**src/rtl/startup_display_pkg.sv**
```systemverilog
// startup_display_pkg: shared widths, shifter states, majority voter and default pattern table
package startup_display_pkg;
    localparam int PAT_W = 16;
    localparam int ADR_W = 8;

    typedef enum logic [1:0] {IDLE, LO, HI, LATCH} sh_state_e;

    function automatic logic [15:0] maj3(input logic [15:0] a, input logic [15:0] b, input logic [15:0] c);
        return (a & b) | (a & c) | (b & c);
    endfunction

    // walking-one table; indices past the pattern width fall off to zero
    function automatic logic [PAT_W-1:0] default_pat(input logic [ADR_W-1:0] i);
        return PAT_W'(1) << i;
    endfunction
endpackage

```
**src/rtl/startup_pattern_rom.sv**
```systemverilog
// startup_pattern_rom: combinational pattern lookup, addresses at or beyond NPAT read as zero
module startup_pattern_rom
    import startup_display_pkg::*;
#(
    parameter int NPAT = 8
) (
    input  logic [ADR_W-1:0] adr,
    output logic [PAT_W-1:0] pat
);
    always_comb pat = (32'(adr) < NPAT) ? default_pat(adr) : '0;
endmodule

```
**src/rtl/startup_display_driver.sv**
```systemverilog
// startup_display_driver: sequencer responder with triplicated control state that shifts ROM patterns to a serial LED driver
module startup_display_driver
    import startup_display_pkg::*;
#(
    parameter int NPAT   = 8,
    parameter int CLKDIV = 4
) (
    input  logic        CLK,
    input  logic        RST,
    input  logic        CLEAR,
    input  logic        DISP,
    input  logic        LOAD_PAT,
    input  logic        NXT_ADR,
    input  logic        RST_TMR,
    output logic [15:0] TMR,
    output logic        DONE,
    output logic        BUSY,
    output logic        SER_DATA,
    output logic        SER_CLK,
    output logic        SER_LATCH,
    output logic        SER_CLR,
    output logic        BLANK
);
    logic [2:0][15:0]      tmr_q;
    logic [2:0][ADR_W-1:0] addr_q;
    logic [2:0][1:0]       state_q;
    logic [2:0][3:0]       bit_q;
    logic [2:0][7:0]       phase_q;
    logic [15:0]           tmr_d, tmr_v;
    logic [ADR_W-1:0]      addr_d, addr_v;
    sh_state_e             state_d, state_v;
    logic [3:0]            bit_d, bit_v;
    logic [7:0]            phase_d, phase_v;
    logic [PAT_W-1:0]      shreg_q, shreg_d, rom_pat;
    logic                  ser_data_q, ser_data_d;
    logic                  ser_clk_q, ser_clk_d;
    logic                  ser_latch_q, ser_latch_d;
    logic                  ser_clr_q, ser_clr_d;
    logic                  blank_q, blank_d;
    logic                  done, load, last_ph;

    startup_pattern_rom #(.NPAT(NPAT)) u_rom (.adr(addr_v), .pat(rom_pat));

    always_comb begin
        tmr_v   = maj3(tmr_q[0], tmr_q[1], tmr_q[2]);
        addr_v  = ADR_W'(maj3(16'(addr_q[0]), 16'(addr_q[1]), 16'(addr_q[2])));
        state_v = sh_state_e'(2'(maj3(16'(state_q[0]), 16'(state_q[1]), 16'(state_q[2]))));
        bit_v   = 4'(maj3(16'(bit_q[0]), 16'(bit_q[1]), 16'(bit_q[2])));
        phase_v = 8'(maj3(16'(phase_q[0]), 16'(phase_q[1]), 16'(phase_q[2])));
        done    = addr_v == ADR_W'(NPAT);
        load    = LOAD_PAT && state_v == IDLE && !done && !CLEAR;
        last_ph = phase_v == 8'(CLKDIV - 1);
        tmr_d   = RST_TMR ? '0 : (tmr_v == 16'hFFFF ? tmr_v : tmr_v + 16'd1);
        addr_d  = CLEAR ? '0 : (NXT_ADR && !done ? addr_v + 1'b1 : addr_v);
        shreg_d = load ? rom_pat : shreg_q;
        state_d = state_v;
        bit_d   = bit_v;
        phase_d = last_ph ? '0 : phase_v + 8'd1;
        case (state_v)
            IDLE: begin
                phase_d = '0;
                if (load) begin
                    state_d = LO;
                    bit_d   = '0;
                end
            end
            LO: if (last_ph) state_d = HI;
            HI: if (last_ph) begin
                state_d = bit_v == 4'd15 ? LATCH : LO;
                bit_d   = bit_v + 4'd1;
            end
            default: if (last_ph) state_d = IDLE;
        endcase
        if (CLEAR) begin
            state_d = IDLE;
            bit_d   = '0;
            phase_d = '0;
        end
        // serial outputs are registered from the next state so they align with it
        ser_data_d  = (state_d == LO || state_d == HI) ? shreg_d[~bit_d] : 1'b0;
        ser_clk_d   = state_d == HI;
        ser_latch_d = state_d == LATCH;
        ser_clr_d   = CLEAR;
        blank_d     = ~DISP;
    end

    always_ff @(posedge CLK) begin
        if (RST) begin
            tmr_q       <= '0;
            addr_q      <= '0;
            state_q     <= '0;
            bit_q       <= '0;
            phase_q     <= '0;
            shreg_q     <= '0;
            ser_data_q  <= 1'b0;
            ser_clk_q   <= 1'b0;
            ser_latch_q <= 1'b0;
            ser_clr_q   <= 1'b1;
            blank_q     <= 1'b1;
        end else begin
            tmr_q       <= {3{tmr_d}};
            addr_q      <= {3{addr_d}};
            state_q     <= {3{state_d}};
            bit_q       <= {3{bit_d}};
            phase_q     <= {3{phase_d}};
            shreg_q     <= shreg_d;
            ser_data_q  <= ser_data_d;
            ser_clk_q   <= ser_clk_d;
            ser_latch_q <= ser_latch_d;
            ser_clr_q   <= ser_clr_d;
            blank_q     <= blank_d;
        end
    end

    assign TMR       = tmr_v;
    assign DONE      = done;
    assign BUSY      = state_v != IDLE;
    assign SER_DATA  = ser_data_q;
    assign SER_CLK   = ser_clk_q;
    assign SER_LATCH = ser_latch_q;
    assign SER_CLR   = ser_clr_q;
    assign BLANK     = blank_q;
endmodule

```
**config.mk**
```make
export PLATFORM = sky130hd
export DESIGN_NAME = startup_display_driver
export DESIGN_NICKNAME = d
export VERILOG_FILES = /design/src/rtl/startup_display_pkg.sv /design/src/rtl/startup_pattern_rom.sv /design/src/rtl/startup_display_driver.sv
export SDC_FILE = /design/constraint.sdc
export NUM_CORES = 1
export LEC_CHECK = 0
export ABC_AREA = 1
export BUFFER_PORTS_ARGS = -buffer_cell sky130_fd_sc_hd__clkbuf_2
export CELL_PAD_IN_SITES_DETAIL_PLACEMENT = 2
export CELL_PAD_IN_SITES_GLOBAL_PLACEMENT = 2
export CORE_ASPECT_RATIO = 1.75
export CORE_MARGIN = 5
export CORE_UTILIZATION = 33
export DETAILED_ROUTE_END_ITERATION = 12
export GPL_TIMING_DRIVEN = 0
export PLACE_DENSITY = 0.75
export SYNTH_ARGS = -nofsm -noshare
export SYNTH_HDL_FRONTEND = slang
export SYNTH_SLANG_ARGS = --single-unit
```
**constraint.sdc**
```tcl
create_clock -name CLK -period 2.2 [get_ports CLK]
set_clock_uncertainty 0.15 [all_clocks]
set_input_delay 0 -clock CLK [delete_from_list [all_inputs] [get_ports CLK]]
set_output_delay 0 -clock CLK [all_outputs]
set_load 0.03 [all_outputs]
```
; After elaboration in Yosys (flattened, before gate mapping)
; Cells that the tools add are included.
[totals]
input_bits = 7
n_memories = 0
ram_bits = 0
rom_bits = 0
register_bits = 59
word_cells = 75
out_inout_bits = 23
latchBits = 0
[classes]
n_bitwise = 18
n_addsub = 4
n_mux = 17
n_reduce_logical = 13
mul = 0
n_div = 0
eq_ne = 9
order_cmp = 2
shift = 1
[op_table]
columns = cell, count
row1 = 16-bit two-way mux, 3
row2 = 16-bit bitwise OR, 2
row3 = 8-bit bitwise OR, 4
row4 = 16-bit by 1-bit adder with 16-bit output (second input constant), 1
row5 = 8-bit by 1-bit adder with 8-bit output (second input constant), 2
row6 = 16-bit AND, 1
row7 = 8-bit AND, 2
row8 = 16-bit == test (second input constant), 1
row9 = 1-bit by 8-bit left shift with 16-bit output (first input constant), 1
row10 = 2-bit two-way mux, 6
row11 = 4-bit two-way mux, 3
row12 = 8-bit by 2-bit == test with 1-bit output (second input constant), 1
row13 = 8-bit by 4-bit == test with 1-bit output (second input constant), 1
row14 = 8-bit by 4-bit < comparator with 1-bit output (second input constant), 1
row15 = 8-bit two-way mux, 1
row16 = 4-bit bitwise OR, 2
row17 = 4-bit case mux with 2 select lines, 1
row18 = 2-bit == test (second input constant), 3
row19 = 2-bit case mux with 3 select lines, 1
row20 = 2-bit OR reduction, 3
row21 = 4-bit by 5-bit < comparator with 1-bit output (second input constant), 1
row22 = 4-bit by 1-bit adder with 4-bit output (second input constant), 1
row23 = 4-bit AND, 1
row24 = 1-bit binary-select mux with 4-bit select, 1
row25 = 13 further kinds, 20

; Depth between registers and ports, before layout
; Gate-level depths: netlist of the first run.
[depth]
word_depth = 14
depth_mapped = 16

; Modules after synthesis
; A second synthesis of the first run with hierarchy kept.
[unflattened]
hier_cells = 425
hier_area_um2 = 3057.9
[modules_own_cells]
columns = mod, seq_area_each_um2, area_each_um2, cells_per_inst, n_inst
row1 = startup_display_driver, 1181.1, 2885.3, 395, 1
row2 = startup_pattern_rom, 0.0, 172.7, 30, 1

; Least setup slack after synthesis of the first run
; No wires, ideal clock.
[synth_timing]
kind = reg-to-reg
from = register tmr_q[32] (netlist bit)
to = register tmr_q[40] (netlist bit)
arrival_ps = 1861
n_path_buf = 0
stages_incl_launch_ff = 13
setup_slack_ps = 73
path_cell_list = dfxtp_1 ha_1 nand2_1 nor3_4 nand2_2 nor2_4 nand3_2 nor2_4 inv_2 nand2_1 nor2_1 a21oi_1 nor2_1
[synth_via]
elab_chain_len = 5
word_cells_on_any_way = 6
classes_between = 1 x add/sub / 1 x eq/ne / 1 x mux / 3 x bitwise
[synth_lines]
columns = item, line
row1 = "start, declared", startup_display_driver.sv:24  ; logic [2:0][15:0] tmr_q;
row2 = "start signal, assigned", startup_display_driver.sv:101  ; tmr_q <= {3{tmr_d}};
row3 = 16-bit AND *, startup_display_pkg.sv:9  ; return (a & b) | (a & c) | (b & c);
row4 = 16-bit bitwise OR, startup_display_pkg.sv:9
row5 = 16-bit bitwise OR *, startup_display_pkg.sv:9
row6 = 16-bit by 1-bit adder with 16-bit output or 16-bit == test (tied branches), startup_display_driver.sv:53  ; tmr_d = RST_TMR ? '0 : (tmr_v == 16'hFFFF ? tmr_v : tmr_v + 16'd1);
row7 = 16-bit two-way mux *, startup_display_driver.sv:53
; Mark *: on every way between the ends. The rest lies on a longest branch, timed or not.
; A chain may end at the register's enable or synchronous reset.

; Worst setup path after layout of the first run
[layout_timing]
from = register addr_q[16] (netlist bit)
to = register ser_data_q (netlist: SER_DATA)
[layout_via]
elab_chain_len = 14
word_cells_on_any_way = 25
classes_between = 1 x order compare / 3 x eq/ne / 1 x shift / 10 x mux / 5 x bitwise / 5 x reduce/logical
[layout_lines]
columns = item, line
row1 = "start, declared", startup_display_driver.sv:25  ; logic [2:0][ADR_W-1:0] addr_q;
row2 = "start signal, assigned", startup_display_driver.sv:102  ; addr_q <= {3{addr_d}};
row3 = 8-bit AND *, startup_display_pkg.sv:9
row4 = 8-bit bitwise OR, startup_display_pkg.sv:9
row5 = 8-bit bitwise OR *, startup_display_pkg.sv:9
row6 = "parallel branches: the longest is 11 deep, another holds 8-bit by 4-bit == test with 1-bit output", n/a
row7 = "end signal, assigned", startup_display_driver.sv:107  ; ser_data_q <= ser_data_d;
row8 = "end, declared", startup_display_driver.sv:35  ; logic ser_data_q, ser_data_d;
; Every way passes the cells marked *. The select of a mux whose other input is x is not followed.

==> results by group, run 1 <==
Pwr
  – Clk pwr share: around 56%
  – Power per cell area: 727.2 mW/mm²
  – LEAKAGE: ~1.6 nW
  – Net load switching power: between 0.0006 and 0.0007 W
  – Logic pwr share: roughly 4.9%
  – Worst VDD drop: roughly 0.39 mV
  – Flop pwr share: between 30% and 40%
  – P_int: around 0.0022 W
  – Sw frac: between 20% and 30%

Floorplan
  – Die width: approximately 81 µm
  – Full die area: 0.01096 mm²
  – Die Span Y: between 100 and 150 µm
  – Initial core utilization: approximately 34%
  – I/O pin count: 30
  – Row count: between 40 and 50
  – Core area: about 0.0087 mm²

Clocking
  – CTS buffer count: 9
  – H-Tree Depth: 3
  – Clock tree buffer depth: 2
  – CTS tree: yes
  – Later-pin clock latency in the skew report: roughly 330 ps
  – Clock root cell: clkbuf_16
  – Sink Count: slightly below 60
  – Clock-pin slew on the worst setup and hold paths: ~50 ps

Layout
  – Ant diodes: 0
  – Commonest non-fill, non-tap cell in the layout: nand2_1
  – Share of cells above drive strength 1: 23.42%
  – Layout area overhead: 30.17%
  – Commonest cells after routing, fill and taps aside: 83 x nand2_1, 54 x dfxtp_1, 53 x inv_1, 53 x nor2_1, 31 x nand3_1
  – Layout Nets: 483

Worst setup path
  – Data required time of the worst path: approximately 2300 ps
  – R2R Setup Slk: between 50 and 60 ps
  – Setup crit end kind: flop
  – Crit path DAT: approximately 2200 ps
  – Worst setup SP type: flop
  – Critical path class: reg2reg
  – CP max FO: 5

Route
  – Routed wire length on met2: between 5000 and 6000 µm
  – DR WL met3: around 170 µm
  – DRC errors left: 0
  – WL final: slightly below 10000 µm
  – Routed Antenna Nets: 0
  – DR vias/cell: 5.027
  – Drt initial violations: 74
  – Top sig layer: met4
  – WL met1: roughly 3600 µm
  – First-pass DRT Iterations: 4
  – DR WL/cell: 16.57 µm
  – Via Count: between 2000 and 3000

Global route
  – Number of global-route vias before repair: about 3300
  – Initial antenna violation count: 0
  – Gr usage total: between 15 and 20%
  – First-pass GRT wire length: around 15000 µm
  – Largest net degree at the start of global routing: 11
  – Grt ovf: 0

Timing
  – Final Cycle Share: 97.45%
  – Final hold vios: 0
  – Max Clk Rate: approximately 470 MHz
  – Slew Viols, Final: 0
  – Final setup fails: 0
  – Worst slew pin tran: 653.7 ps
  – Final Critical Period: 2144 ps
  – Rel. slew slack: a little under three fifths
  – Post-Route Setup TNS: 0 ps
  – Worst setup margin: approximately 56 ps

Synth
  – Yosys warns: 0
  – Post-synth top flop: dfxtp_1
  – FF+latch count, synth: slightly below 60
  – Net Count, Synth: approximately 430
  – Mapped Cells: a little over 400
  – Seq/Total Area, Yosys: between 40% and 50%
  – Mapped Avg Cell Area: roughly 7.1 µm²
  – Post-synth EDFFs: 0
  – Post-synthesis cell type count: 33
  – Async SR Flop Fraction: 0%
  – Synthesized area: 0.002937 mm²

Placed design
  – Number of buffers added on ports: 28
  – Dpl hpwl: roughly 6900 µm
  – Setup Slack @ Placement: -403.8 ps
  – RD Place Congestion: between 0.7 and 0.8

Run
  – Max Cap Viol: 0

Outcome
  – Outcome: completed

Min path
  – Worst Hold Class: in2reg
-- critical path: stages (launching register included) --
cell and delay (ps):
dfxtp_2 350, inv_4 90, ha_4 150, nand3_4 110, nor2_4 140, nor2_4 60
nor2_4 200, nand2_4 90, inv_2 60, nand2_2 100, nand3_1 110, nand2_1 60
nand2_1 70, nand2_1 90, nor2_1 140, nor2_2 70
-- synth_stat cells, types with 2 or more instances --
cell type,number,area [µm²]
nand2_1,84,315.3
dfxtp_1,59,1181
inv_1,55,206.5
nor2_1,55,206.5
nand3_1,33,165.2
a21oi_1,20,100.1
o21ai_0,15,75.07
nor3_1,14,70.07
nand4_1,8,50.05
ha_1,7,87.58
inv_2,7,26.28
nor2_4,7,78.83
nand2_2,5,31.28
nor2_2,5,31.28
xor2_1,5,43.79
a211oi_1,3,22.52
a31oi_1,3,18.77
clkbuf_1,3,11.26
nand3_2,3,30.03
buf_6,2,22.52
clkinv_1,2,7.510
nand3_4,2,35.03
nor3b_1,2,15.01
nor4_1,2,12.51
o21ai_1,2,10.01
-- layer usage --
| layer | vias to the layer above | global-route usage [%] |
|---|---|---|
| li1 | 1443 | - |
| met3 | 20 | 3.471 |
| met5 | - | 0 |
| met4 | 0 | 6.673 |
| met2 | 36 | 36.52 |
| met1 | 1472 | 17.73 |
-- cell families (layout without fill, tap and decap cells) --
logic type / after synthesis / count (layout) / synth area share (%)
compound gates: 48 / 48 / 9.417
fa+ha+maj: 7 / 7 / 2.982
buf+inv: 69 / 131 / 9.331
xor+xnor: 5 / 5 / 1.491
simple gates: 223 / 224 / 36.56
flops: 59 / 59 / 40.22
-- power groups by stage --
stage	clock (W)	combinational, W	sequential (W)
global placement	0	0.000107	0.00111
CTS	0.00160	0.000128	0.00109
floorplan	0	0.0000672	0.00111
detailed placement	0	0.000112	0.00111
global route	0.00164	0.000149	0.00109
finish	0.00156	0.000135	0.00109
-- layout make-up --
type,count,area [µm²]
fillers,1042,4848
multi-input cells,284,1578
flip-flops and latches,59,1187
repair buffers,46,301.5
clock buffers,11,252.7
inverters,64,247.7
well taps,117,146.4
clock inverters,5,75.07
plain buffers,5,33.78
-- final timing paths --
| kind | cells past startpoint | endpoint | start |
|---|---|---|---|
| worst max-delay path | 15 | SER_DATA | addr_q[16] |
| worst max register to register | 15 | SER_DATA | addr_q[16] |
| worst min-delay path | 2 | shreg_q[13] | RST |
| worst min register to register | 1 | phase_q[16] | phase_q[16] |
-- sequential cells by signal, summed over array words and instances (netlist names) --
signal,count
BLANK,1
shreg_q,16
state_q,2
addr_q,8
SER_CLR,1
bit_q,4
tmr_q,16
SER_CLK,1
phase_q,8
SER_DATA,1
SER_LATCH,1
-- stage by stage --
stage / instances / cell area, µm² / hold slack, ps / utilization (%) / power [W]
after global placement: 556 / 3223 / 9.594 / 37.17 / 0.001215
after floorplan: 411 / 2937 / -80.64 / - / 0.001181
after global routing: 591 / 3822 / 36.73 / 44.08 / 0.002877
after CTS: 583 / 3687 / 22.14 / 42.53 / 0.002809
final: 591 / 3822 / 15.67 / 44.08 / 0.002779
after detailed placement: 556 / 3223 / 16.01 / 37.17 / 0.001220
-- what timing repair did --
action / 4_1_cts / 5_1_grt
resized for setup: 11 / 17
cloned: 0 / 1
pin swaps: 6 / 11
setup endpoints to repair: 5 / 9
buffers inserted: 7 / 7
hold buffers: 4 / 0
endpoints found under the hold margin: 11 / 0
Note: power is estimated with default switching activity, not from simulation.
==> run 2: changes to the inputs <==
Settings changed: SYNTH_HIERARCHICAL set to 1.
==> run 2 against run 1 <==
Net effect:
- maximum frequency fell by 2.3%
- core utilization fell by 2.2 points
- first-iteration DRC count rose by 32%
- synthesized area rose by 4.1%
- synthesized cell count rose by 3.4%
- via count rose by 0.47%
- cell count rose by 2.5%
- hold slack improved by 21 ps
==> results by group, run 2 <==
Synth
  – Dominant cell type by area after synthesis: dfxtp_1
  – Seq/Total Area, Yosys: roughly two fifths
  – Post-synth EDFFs: 0
  – Synth cell count leaders: 69 x inv_1, 66 x nand2_1, 59 x dfxtp_1, 53 x nor2_1, 38 x nand3_1
  – Post-synthesis cell type count: 40
  – Yosys warns: 6
  – Synthesized area: slightly above 0.003 mm²
  – Largest cells by area after synthesis: dfxtp_1 39%, inv_1 8.5%, nand2_1 8.1%, nor2_1 6.5%, nand3_1 6.2%
  – Post-synth top flop: dfxtp_1
  – Synth top area share: between 30% and 40%
  – FF+latch count, synth: between 50 and 60
  – Async SR Flop Fraction: 0%
  – Mapped Cells: around 430
  – Mapped Avg Cell Area: 7.195 µm²
  – Most numerous cell in the Yosys netlist: inv_1

Min path
  – Critical hold path startpoint: NXT_ADR
  – Worst hold path cell count: 3
  – Worst Hold Class: in2reg

Timing
  – Worst slew pin tran: between 500 and 600 ps
  – Final Critical Period: between 2000 and 2500 ps
  – RSZ-0062 raised after global routing: true
  – Final Cycle Share: between 90 and 100%
  – Worst setup margin: a little under 6 ps
  – Final setup fails: 0
  – Max Clk Rate: ~460 MHz
  – Rel. slew slack: 62.41%
  – Slew Viols, Final: 0
  – Final hold vios: 0

Pwr
  – P_int: 0.001996 W
  – LEAKAGE: ~1.6 nW
  – Sw frac: a little under a quarter
  – Flop pwr share: ~42%
  – Clk pwr share: between 40% and 50%
  – Pwr Total: 0.002624 W
  – Logic pwr share: under 10%
  – Worst VDD drop: between 0.4 and 0.5 mV
  – Net load switching power: around 0.00063 W
  – Power per cell area: slightly below 700 mW/mm²

Worst setup path
  – Crit path DAT: between 2000 and 2500 ps
  – Crit path cell chain: inv_1 > ha_1 > nand3_2 > o21ai_4 > buf_6 > nand2_2 > inv_1 > ha_1 > or2_2 > a21oi_1
  – Data required time of the worst path: between 2000 and 2500 ps
  – Worst path max stage delay: about 350 ps
  – Path depth of the worst reg2reg path: 10
  – Crit path from: addr_q[16]
  – Worst setup SP type: flop
  – Critical path class: reg2reg
  – WP buf/inv: 3
  – CP max FO: 10
  – Crit path depth: 10
  – Critical path's top delay family: simple AND/OR/NAND/NOR gates
  – Setup crit end kind: flop
  – Worst r2r src: addr_q[16]
  – Slowest cell on crit path: dfxtp_2

Clocking
  – CTS tree: yes
  – H-Tree Depth: 3
  – Clock tree buffer depth: 2
  – Later-pin clock latency in the skew report: around 330 ps
  – CTS buffer count: 9
  – Sink Count: between 50 and 60
  – Clock root cell: clkbuf_16
  – Clock-pin slew on the worst setup and hold paths: 50 ps

Floorplan
  – Die width: 82.77 µm
  – Full die area: roughly 0.011 mm²
  – Row count: 46
  – Die Span Y: approximately 140 µm
  – Initial core utilization: 33.63%
  – I/O pin count: 30
  – Core area: roughly 0.0091 mm²

Global route
  – Initial antenna violation count: 0
  – Gr usage total: approximately a fifth
  – Number of global-route vias before repair: 3322
  – Grt ovf: 0
  – Largest net degree at the start of global routing: 11
  – First-pass GRT wire length: 16290 µm

Route
  – DR WL/cell: between 15 and 20 µm
  – Via Count: slightly below 3000
  – WL final: roughly 10000 µm
  – Drt initial violations: 98
  – DRC errors left: 0
  – Routed Antenna Nets: 0
  – First-pass DRT Iterations: 4
  – DR vias/cell: between 4 and 5

Layout
  – Commonest cells after routing, fill and taps aside: 68 x inv_1, 64 x nand2_1, 56 x dfxtp_1
  – Ant diodes: 0
  – Commonest non-fill, non-tap cell in the layout: inv_1
  – Layout Nets: 495
  – Biggest regs: shreg_q: 16 flops, tmr_q: 16 flops
  – Share of cells above drive strength 1: 20.37%
  – Layout area overhead: 24.51%

Outcome
  – Outcome: completed

Placed design
  – Setup Slack @ Placement: -231.6 ps
  – Number of buffers added on ports: 28
  – RD Place Congestion: between 0.8 and 0.9
  – Dpl hpwl: roughly 7300 µm

Run
  – Max Cap Viol: 0
==> run 2: cell types whose count changed after synthesis, moves of 4 or more <==
cell and delta:
buf_4 +8, nor2_4 -5, nor3_1 -4, nand3_1 +5, inv_1 +14, inv_2 -4
nand2_1 -18, o21ai_1 +13
==> run 2: final cells by class <==
cell class,count,area (µm²)
buffer,14,105.1
sequential,59,1185
multi-input combinational,285,1588
tap,120,150.1
timing repair buffer,38,227.7
clock inverter,2,10.01
clock buffer,14,264.0
fill,1136,5286
inverter,74,277.8
==> run 2: worst register-to-register path: cells and delay by family (launching register included) <==
kind | cells | cell delay (ps)
AOI/OAI and AO/OA | 2 | 320
adders and majority gates | 2 | 410
buffers and inverters | 3 | 370
DFF | 1 | 350
and+or+nand+nor | 3 | 510
==> run 2: kinds of logic after synthesis <==
group                    share of synthesized area [%]
AO/OA/AOI/OAI                                    10.60
flip-flops                                       38.63
adder cells (fa/ha/maj)                          2.864
other                                           0.1226
AND/OR/NAND/NOR                                  33.55
XOR/XNOR                                         1.718
buffers and inverters                            12.52
==> run 2: path summary, 6_finish.rpt <==
kind         slack, ps           to
max                  6     SER_DATA
min                 40   addr_q[16]
max reg2reg          6     SER_DATA
min reg2reg        290  phase_q[16]
==> run 2: through the flow <==
stage                     TNS, ps  util, %  instances  hold slack, ps  area, µm²
after floorplan                 0        -        432          -80.88       3084
after global placement     -164.9    37.11        580           10.46       3374
after detailed placement   -231.6    37.11        580           17.12       3374
after CTS                       0    41.70        605           7.157       3792
after global routing       -437.5    41.87        606           35.33       3807
final                           0    41.87        606           37.16       3807
==> run 2: power groups by stage <==
| stage | clock [W] | combinational [W] | sequential [W] |
|---|---|---|---|
| finish | 0.00130 | 0.000216 | 0.00111 |
| CTS | 0.00133 | 0.000217 | 0.00111 |
| floorplan | 0 | 0.000139 | 0.00114 |
| detailed placement | 0 | 0.000202 | 0.00113 |
| global route | 0.00139 | 0.000241 | 0.00111 |
| global placement | 0 | 0.000196 | 0.00113 |
==> run 2: timing repair <==
item / CTS / global route
endpoints found under the setup margin: 2 / 11
pin swaps: 5 / 1
hold endpoints to repair: 11 / 0
buffers inserted: 4 / 1
resized for setup: 15 / 3
hold buffers: 5 / 0
==> run 2: per-layer routing <==
metal  up-vias  global-route usage [%]  share of wire [%]
li1       1462                       -                  -
met3        10                   3.141                1.5
met4         0                   6.273                1.4
met1      1481                   17.36                 35
met2        32                   40.13                 62
met5         -                       0                  0
